[config.mk]
export PLATFORM = sky130hd
export DESIGN_NAME = prog_mem_arbiter
export DESIGN_NICKNAME = d
export VERILOG_FILES = /design/src/rtl/prog_mem_arbiter.sv
export SDC_FILE = /design/constraint.sdc
export NUM_CORES = 1
export LEC_CHECK = 0
export CAP_MARGIN = 15
export CORE_MARGIN = 2
export CORE_UTILIZATION = 39
export DETAILED_ROUTE_END_ITERATION = 8
export MAX_ROUTING_LAYER = met4
export PLACE_DENSITY = 0.84
export SYNTH_ARGS = -nofsm -noshare
export SYNTH_HDL_FRONTEND = slang
export SYNTH_SLANG_ARGS = --single-unit
[constraint.sdc]
create_clock -name CLK -period 3.8 [get_ports CLK]
set_clock_uncertainty 0.15 [all_clocks]
set_input_delay 0.57 -clock CLK [delete_from_list [all_inputs] [get_ports CLK]]
set_output_delay 0.57 -clock CLK [all_outputs]
set_load 0.005 [all_outputs]
[src/rtl/prog_mem_arbiter.sv]
`default_nettype none
// ============================================================================
// Module   : prog_mem_arbiter
// Purpose  : Arbitrates a CPU instruction-fetch port and a program-loader
//            write port onto a single program memory. One transaction is in
//            flight at a time (IDLE -> ACCESS -> DONE, or IDLE -> DONE when
//            the address is rejected). Addresses are checked against an
//            inclusive, word-aligned window and translated to window offsets.
//            When both ports request, the loader wins unless it has already
//            won MAX_STREAK grants in a row against a waiting fetch.
// Ports    : CLK, RST (async, active-high)
//            fetch_req/fetch_addr -> fetch_ack/fetch_data/fetch_err
//            load_req/load_addr/load_data -> load_ack/load_err
//            mem_cs/mem_we/mem_addr/mem_wdata -> memory, mem_rdata <- memory
//            busy (FSM not idle), err_count (saturating error counter)
// Revision : 1.0 - initial release
// ============================================================================
module prog_mem_arbiter #(
  parameter logic [31:0] BASE_ADDR   = 32'h18C0,
  parameter logic [31:0] LIMIT_ADDR  = 32'h1CBF,
  parameter int          MEM_LATENCY = 1,
  parameter int          MAX_STREAK  = 4
) (
  input  logic        CLK,
  input  logic        RST,
  input  logic        fetch_req,
  input  logic [31:0] fetch_addr,
  output logic        fetch_ack,
  output logic [31:0] fetch_data,
  output logic        fetch_err,
  input  logic        load_req,
  input  logic [31:0] load_addr,
  input  logic [31:0] load_data,
  output logic        load_ack,
  output logic        load_err,
  output logic        mem_cs,
  output logic        mem_we,
  output logic [31:0] mem_addr,
  output logic [31:0] mem_wdata,
  input  logic [31:0] mem_rdata,
  output logic        busy,
  output logic [7:0]  err_count
);

  typedef enum logic [1:0] {
    S_IDLE   = 2'd0,
    S_ACCESS = 2'd1,
    S_DONE   = 2'd2
  } state_t;

  // Cycles remaining in ACCESS are counted down to zero; a read starts at
  // MEM_LATENCY-1 so it spends exactly MEM_LATENCY cycles with mem_cs high.
  localparam logic [1:0] C_LAT_LAST   = 2'(MEM_LATENCY - 1);
  localparam logic [2:0] C_MAX_STREAK = 3'(MAX_STREAK);

  state_t      r_state;
  logic        r_is_fetch;
  logic [1:0]  r_lat_cnt;
  logic [2:0]  r_streak;

  logic        w_pick_fetch;
  logic [31:0] w_addr;
  logic        w_addr_ok;

  always_comb begin
    // Fetch is served when it is alone, or when the loader has used up its
    // allowance of consecutive wins while the fetch was waiting.
    w_pick_fetch = fetch_req && (!load_req || (r_streak == C_MAX_STREAK));
    w_addr       = w_pick_fetch ? fetch_addr : load_addr;
    w_addr_ok    = (w_addr >= BASE_ADDR) && (w_addr <= LIMIT_ADDR) &&
                   (w_addr[1:0] == 2'b00);
  end

  assign busy = (r_state != S_IDLE);

  always_ff @(posedge CLK or posedge RST) begin
    if (RST) begin
      r_state    <= S_IDLE;
      r_is_fetch <= 1'b0;
      r_lat_cnt  <= 2'd0;
      r_streak   <= 3'd0;
      err_count  <= 8'd0;
      fetch_ack  <= 1'b0;
      fetch_err  <= 1'b0;
      fetch_data <= 32'd0;
      load_ack   <= 1'b0;
      load_err   <= 1'b0;
      mem_cs     <= 1'b0;
      mem_we     <= 1'b0;
      mem_addr   <= 32'd0;
      mem_wdata  <= 32'd0;
    end else begin
      // Acks and error flags are single-cycle pulses raised only on entry
      // to DONE.
      fetch_ack <= 1'b0;
      fetch_err <= 1'b0;
      load_ack  <= 1'b0;
      load_err  <= 1'b0;

      case (r_state)
        S_IDLE: begin
          if (fetch_req || load_req) begin
            r_is_fetch <= w_pick_fetch;
            if (w_pick_fetch) begin
              r_streak <= 3'd0;
            end else if (fetch_req && (r_streak != C_MAX_STREAK)) begin
              r_streak <= r_streak + 3'd1;
            end

            if (w_addr_ok) begin
              r_state   <= S_ACCESS;
              mem_cs    <= 1'b1;
              mem_we    <= !w_pick_fetch;
              mem_addr  <= w_addr - BASE_ADDR;
              mem_wdata <= w_pick_fetch ? 32'd0 : load_data;
              r_lat_cnt <= w_pick_fetch ? C_LAT_LAST : 2'd0;
            end else begin
              // Rejected address: skip the memory entirely.
              r_state   <= S_DONE;
              fetch_ack <= w_pick_fetch;
              fetch_err <= w_pick_fetch;
              load_ack  <= !w_pick_fetch;
              load_err  <= !w_pick_fetch;
              if (w_pick_fetch) begin
                fetch_data <= 32'd0;
              end
              if (err_count != 8'hFF) begin
                err_count <= err_count + 8'd1;
              end
            end
          end
        end

        S_ACCESS: begin
          if (r_lat_cnt == 2'd0) begin
            r_state   <= S_DONE;
            mem_cs    <= 1'b0;
            mem_we    <= 1'b0;
            mem_addr  <= 32'd0;
            mem_wdata <= 32'd0;
            if (r_is_fetch) begin
              fetch_ack  <= 1'b1;
              fetch_data <= mem_rdata;
            end else begin
              load_ack <= 1'b1;
            end
          end else begin
            r_lat_cnt <= r_lat_cnt - 2'd1;
          end
        end

        // No grant here: a still-held request is taken on the next IDLE edge.
        S_DONE: r_state <= S_IDLE;

        default: r_state <= S_IDLE;
      endcase
    end
  end

endmodule
`default_nettype wire

Word-level counts from Yosys, hierarchy flattened
Index checks and enable logic that the tools add are counted.
Storage, ports and cells
  register bits after elaboration: 118
  input port bits: 132
  output and inout bits: 111
  word-level logic and storage cells: 97
Cells by class
  $add $sub $neg: 4
  order comparisons: 2
  eq/ne operators: 11
  mux-type cells: 44
  bitwise gates (word level): 1
  reductions and logical operators: 21
Operators with widths (count)
  $mux W32: 12
  $pmux W32 S2: 3
  $ge A32 B13 Y1 const B: 1
  $le A32 B13 Y1 const B: 1
  $sub A32 B13 Y32 const B: 1
  $mux W1: 15
  $ne A2 B2 Y1 const B: 7
  $mux W2: 6
  $reduce_and A4 Y1: 3
  $add A8 B1 Y8 const B: 1
  $ne A8 B8 Y1 const B: 1
  $pmux W1 S2: 4
  $pmux W2 S2: 2
  $logic_not A2 Y1: 3
  $mux W3: 2
  $reduce_and A6 Y1: 1
  $reduce_bool A2 Y1: 3
  $logic_and A1 B1 Y1: 4
  $reduce_and A2 Y1: 2
  $add A3 B1 Y3 const B: 1
  $eq A3 B3 Y1 const B: 1
  $ne A3 B3 Y1 const B: 1
  $reduce_and A3 Y1: 1
  $eq A2 B1 Y1 const B: 1
  other kinds (4): 6

Depth between registers and ports, before layout
  depth in word-level cells: 10
  mapped depth: 14

Least setup slack after synthesis
OpenSTA, ideal clock, no wires.
  path type: register to register
  from: reg r_streak[0]
  to: reg err_count[1]
  setup time: 125 ps
  data arrival time: 2847 ps
  data required time: 3525 ps
  setup slack: 678 ps
  cell stages (with the launch flop): 13
  path buffers: 2
  clock period less this slack: 3122 ps
  cells stage by stage: dfrtp_1 > inv_1 > ha_1 > a21bo_2 > nand2_2 > buf_1 > mux2i_1 > inv_1 > ha_1 > o211a_1 > buf_2 > o21ai_1 > mux2_2
Between the ends
  longest elaborated chain between the ends: 9
Ends and longest elaborated chain
  start: declaration: line 59  | logic [2:0] r_streak;
  start signal: assignment: line 107  | r_streak <= r_streak + 3'd1;
  $eq A3 B3 Y1 *: line 68  | w_pick_fetch = fetch_req && (!load_req || (r_streak == C_MAX_STREAK));
  $logic_or A1 B1 Y1 *: line 68
  $logic_and A1 B1 Y1 *: line 68
  $mux W32 *: line 69  | w_addr = w_pick_fetch ? fetch_addr : load_addr;
  $ge A32 B13 Y1 or $le A32 B13 Y1 (tied branches): line 70  | w_addr_ok = (w_addr >= BASE_ADDR) && (w_addr <= LIMIT_ADDR) &&
  $logic_and A1 B1 Y1: line 70
  $logic_and A1 B1 Y1 *: line 70
  $not A1 Y1 (no source line) *
  $reduce_and A4 Y1 (no source line) *
  end signal: assignment: line 128  | err_count <= err_count + 8'd1;
  end: declaration: line 42  | output logic [7:0] err_count
Mark *: on every way between the ends. The rest lies on a longest branch, timed or not.
A chain may end at the register's enable or synchronous reset.

Worst setup path after layout
  from: in load_req
  to: reg mem_wdata[8]
Between the ends
  longest elaborated chain between the ends: 9
Ends and longest elaborated chain
  start: declaration: line 31  | input logic load_req,
  $logic_not A1 Y1: line 68
  $logic_or A1 B1 Y1: line 68
  $logic_and A1 B1 Y1: line 68
  $mux W32: line 69
  $ge A32 B13 Y1 or $le A32 B13 Y1 (tied branches): line 70
  $logic_and A1 B1 Y1 (2 in series): line 70
  $ne A2 B2 Y1 (no source line)
  $reduce_and A4 Y1 (no source line)
  end signal: assignment: line 115  | mem_wdata <= w_pick_fetch ? 32'd0 : load_data;
  end: declaration: line 39  | output logic [31:0] mem_wdata,
Several ways; a longest one is shown, not always the timed one. The select of a mux whose other input is x is not followed.

==> qor.yml <==
drt_iter0_markers: 361
drc: 0
num_vias: 5344
gr-total-overflow: 0
postSynthAreaPerCell_um2: 9.57
cts_sinks: 118
ctsHoldBuffers: 0
critPathBufInv: 3
crit_arrival_ps: 3330
p_total_mw: 5.91
synthMuxAreaShare: 0.104
rows: 44
firstDrtPassIters: 4
fin_crit_sh: 0.832
cts_resized: 0
cts_setup_buffers: 0
die_y_um: 126
clk_latency_ps: 400
fin_cells: 1032
ios: 243
worst_r2r_path_depth: 12
p_per_area_nw_per_um2: 660
start_util: 0.400
cp_slowest_cell: "clkdlybuf4s50_1"
cts_buffers: 17
yosys_warnings: 0
drtAntennaViolNets: 0
synth.area.top_cells: "dfrtp_1 (51%), nand2_1 (9.9%), mux2i_1 (9.8%)"
layout-drive-gt1-share: 0.0955
finalSetupViolations: 0
synth_xor_area_frac: 0.0151
status: "finished, final reports clean"
avgRoutedWirePerCell_um: 15.9
synth-adder-area-share: 0.0129
final_cell_mix: "clkdlybuf4s50_1 (242), nand2_1 (152), dfrtp_1 (118)"
cts_buffer_depth: 2
p_leak_nw: 3.82
cpPeakStageDelay_ps: 580
grt_setup_unrepaired: "no"
port_buffers: 242
grt_pass1_wl_mm: 26.8
syn_to_final_growth_pct: 53.8
antenna_found_initial: 0
min_path_cells: 1
synth_top_area_frac: 0.507
slew_headroom: 0.327
synth_top_family_by_area: "simple AND/OR/NAND/NOR gates"
gr-usage-all-layers: 0.216
fin_nets: 977
whs_ps: 337
ys_types: 50
timing.fmax_ghz: 0.316
cts_root_buf: "clkbuf_16"
ir_worst_vdd_mv: 0.320
crit_path_end_kind: "flop"
h-tree-depth: 4
required_ps: 3970
dp_hpwl_mm: 11.7
coreArea_um2: 14500
syn_inst: 608
slew_violations: 0
yosysTopAreaCell: "dfrtp_1"
final_hold_viol_count: 0
dieWidth_um: 126
seq_area_frac_synth: 0.507
min_period_ps: 3160
ys_seq_elements: 118
crit_type: "input port to flop"
crit_fanout: 66
yosys.area_share.simple: 0.192
syn-cell-area_um2: 5820
cp_common_cell: "nand2_1"
synth_compound_area_frac: 0.127
grt_max_degree: 67
setup-tns-final_ps: 0
place_inst: 1004
final_common_cell: "clkdlybuf4s50_1"
worstPathCellList: "clkdlybuf4s50_1 -> a21bo_2 -> nand2_2 -> buf_4 -> nand2_1 -> nand2_1 -> ha_1 -> o221ai_2 -> nor3_4 -> buf_12 -> mux2i_1"
hp-class: "flop to flop"
cts_tree: "built"
maxCapViolCount: 0
gp_congestion: 0.866
setup_slack_ps: 640
place_ws_ps: 225
die_area_um2: 15900
setup.worst_path.start_class: "input port"
path_delay_family: "buffers and inverters"
crit_cells: 11
vias_per_cell: 5.18
tightest_slew_ps: 1010
clk_pin_slew_ps: 50
syn_nets: 746
grt_pass1_vias: 5257
diodes: 0
drt_wl_total_mm: 16.4
layout make-up:
type | instances | area, µm²
fill | 1202 | 5590
timing repair buffer | 254 | 2540
clock inverter | 5 | 75.1
clock buffer | 23 | 478
multi-input combinational | 439 | 2640
tap | 184 | 230
inverter | 9 | 37.5
sequential | 118 | 2950
report_power, final:
group / leakage (nW) / internal, mW / switching (mW)
Sequential: 1.54 / 1.72 / 0.309
Combinational: 2.00 / 1.36 / 0.999
Clock: 0.275 / 0.997 / 0.517
state kept, by name (all words and copies together), names as in the netlist:
name and count:
fetch_data 32, mem_addr 32, mem_wdata 32, err_count 8, r_streak 3, r_lat_cnt 2, r_state 2, fetch_ack 1
fetch_err 1, load_ack 1, load_err 1, mem_cs 1, mem_we 1, r_is_fetch 1
synth_stat cells, drive strengths merged:
cell and count:
a21oi 36, a211oi 3, nand3 9, a21bo 1
nand4 6, clkbuf 26, a31o 32, ha 6
a31oi 1, o21ai 13, and2 3, a41o 1
nand2 155, nor2 47, xnor2 8, o31a 1
xor2 2, nor2b 1, mux2i 57, a22oi 1
o32a 1, dfrtp 118, nor3 14, a21boi 2
buf 16, nor4 6, nor4b 1, nand2b 2
o2111ai 1, a41oi 1, nor3b 14, o221ai 2
inv 9, mux2 3, o21a 1, a22o 1
a211o 1, o211ai 4, o211a 1, o22ai 1
through the flow:
stage / cell area (µm²) / util
floorplan: 5820 / -
global placement: 8390 / 0.578
detailed placement: 8390 / 0.578
CTS: 8950 / 0.616
global route: 8950 / 0.616
finish: 8950 / 0.616
cell families after synthesis:
kind of cell	after synthesis
compound gates	105
xor+xnor	10
fa+ha+maj	6
buf+inv	51
flops	118
mux	60
simple gates	258
worst paths after layout:
kind,from,endpoint,slack (ps)
max,load_req,mem_wdata[8]$_DFFE_PP0P_,640
min,mem_cs$_DFFE_PP0P_,mem_cs$_DFFE_PP0P_,340
max reg2reg,r_streak[0]$_DFFE_PP0P_,mem_wdata[8]$_DFFE_PP0P_,780
min reg2reg,mem_cs$_DFFE_PP0P_,mem_cs$_DFFE_PP0P_,340
max in group asynchronous,RST,mem_addr[15]$_DFFE_PP0P_,2210
min in group asynchronous,RST,mem_addr[12]$_DFFE_PP0P_,550
metal layers:
metal | share of wire | GRT usage
met1 | 0.43 | 0.273
met2 | 0.50 | 0.342
met3 | 0.048 | 0.0416
met4 | 0.027 | 0.0931
met5 | 0 | -
(Power assumes the default switching activity.)
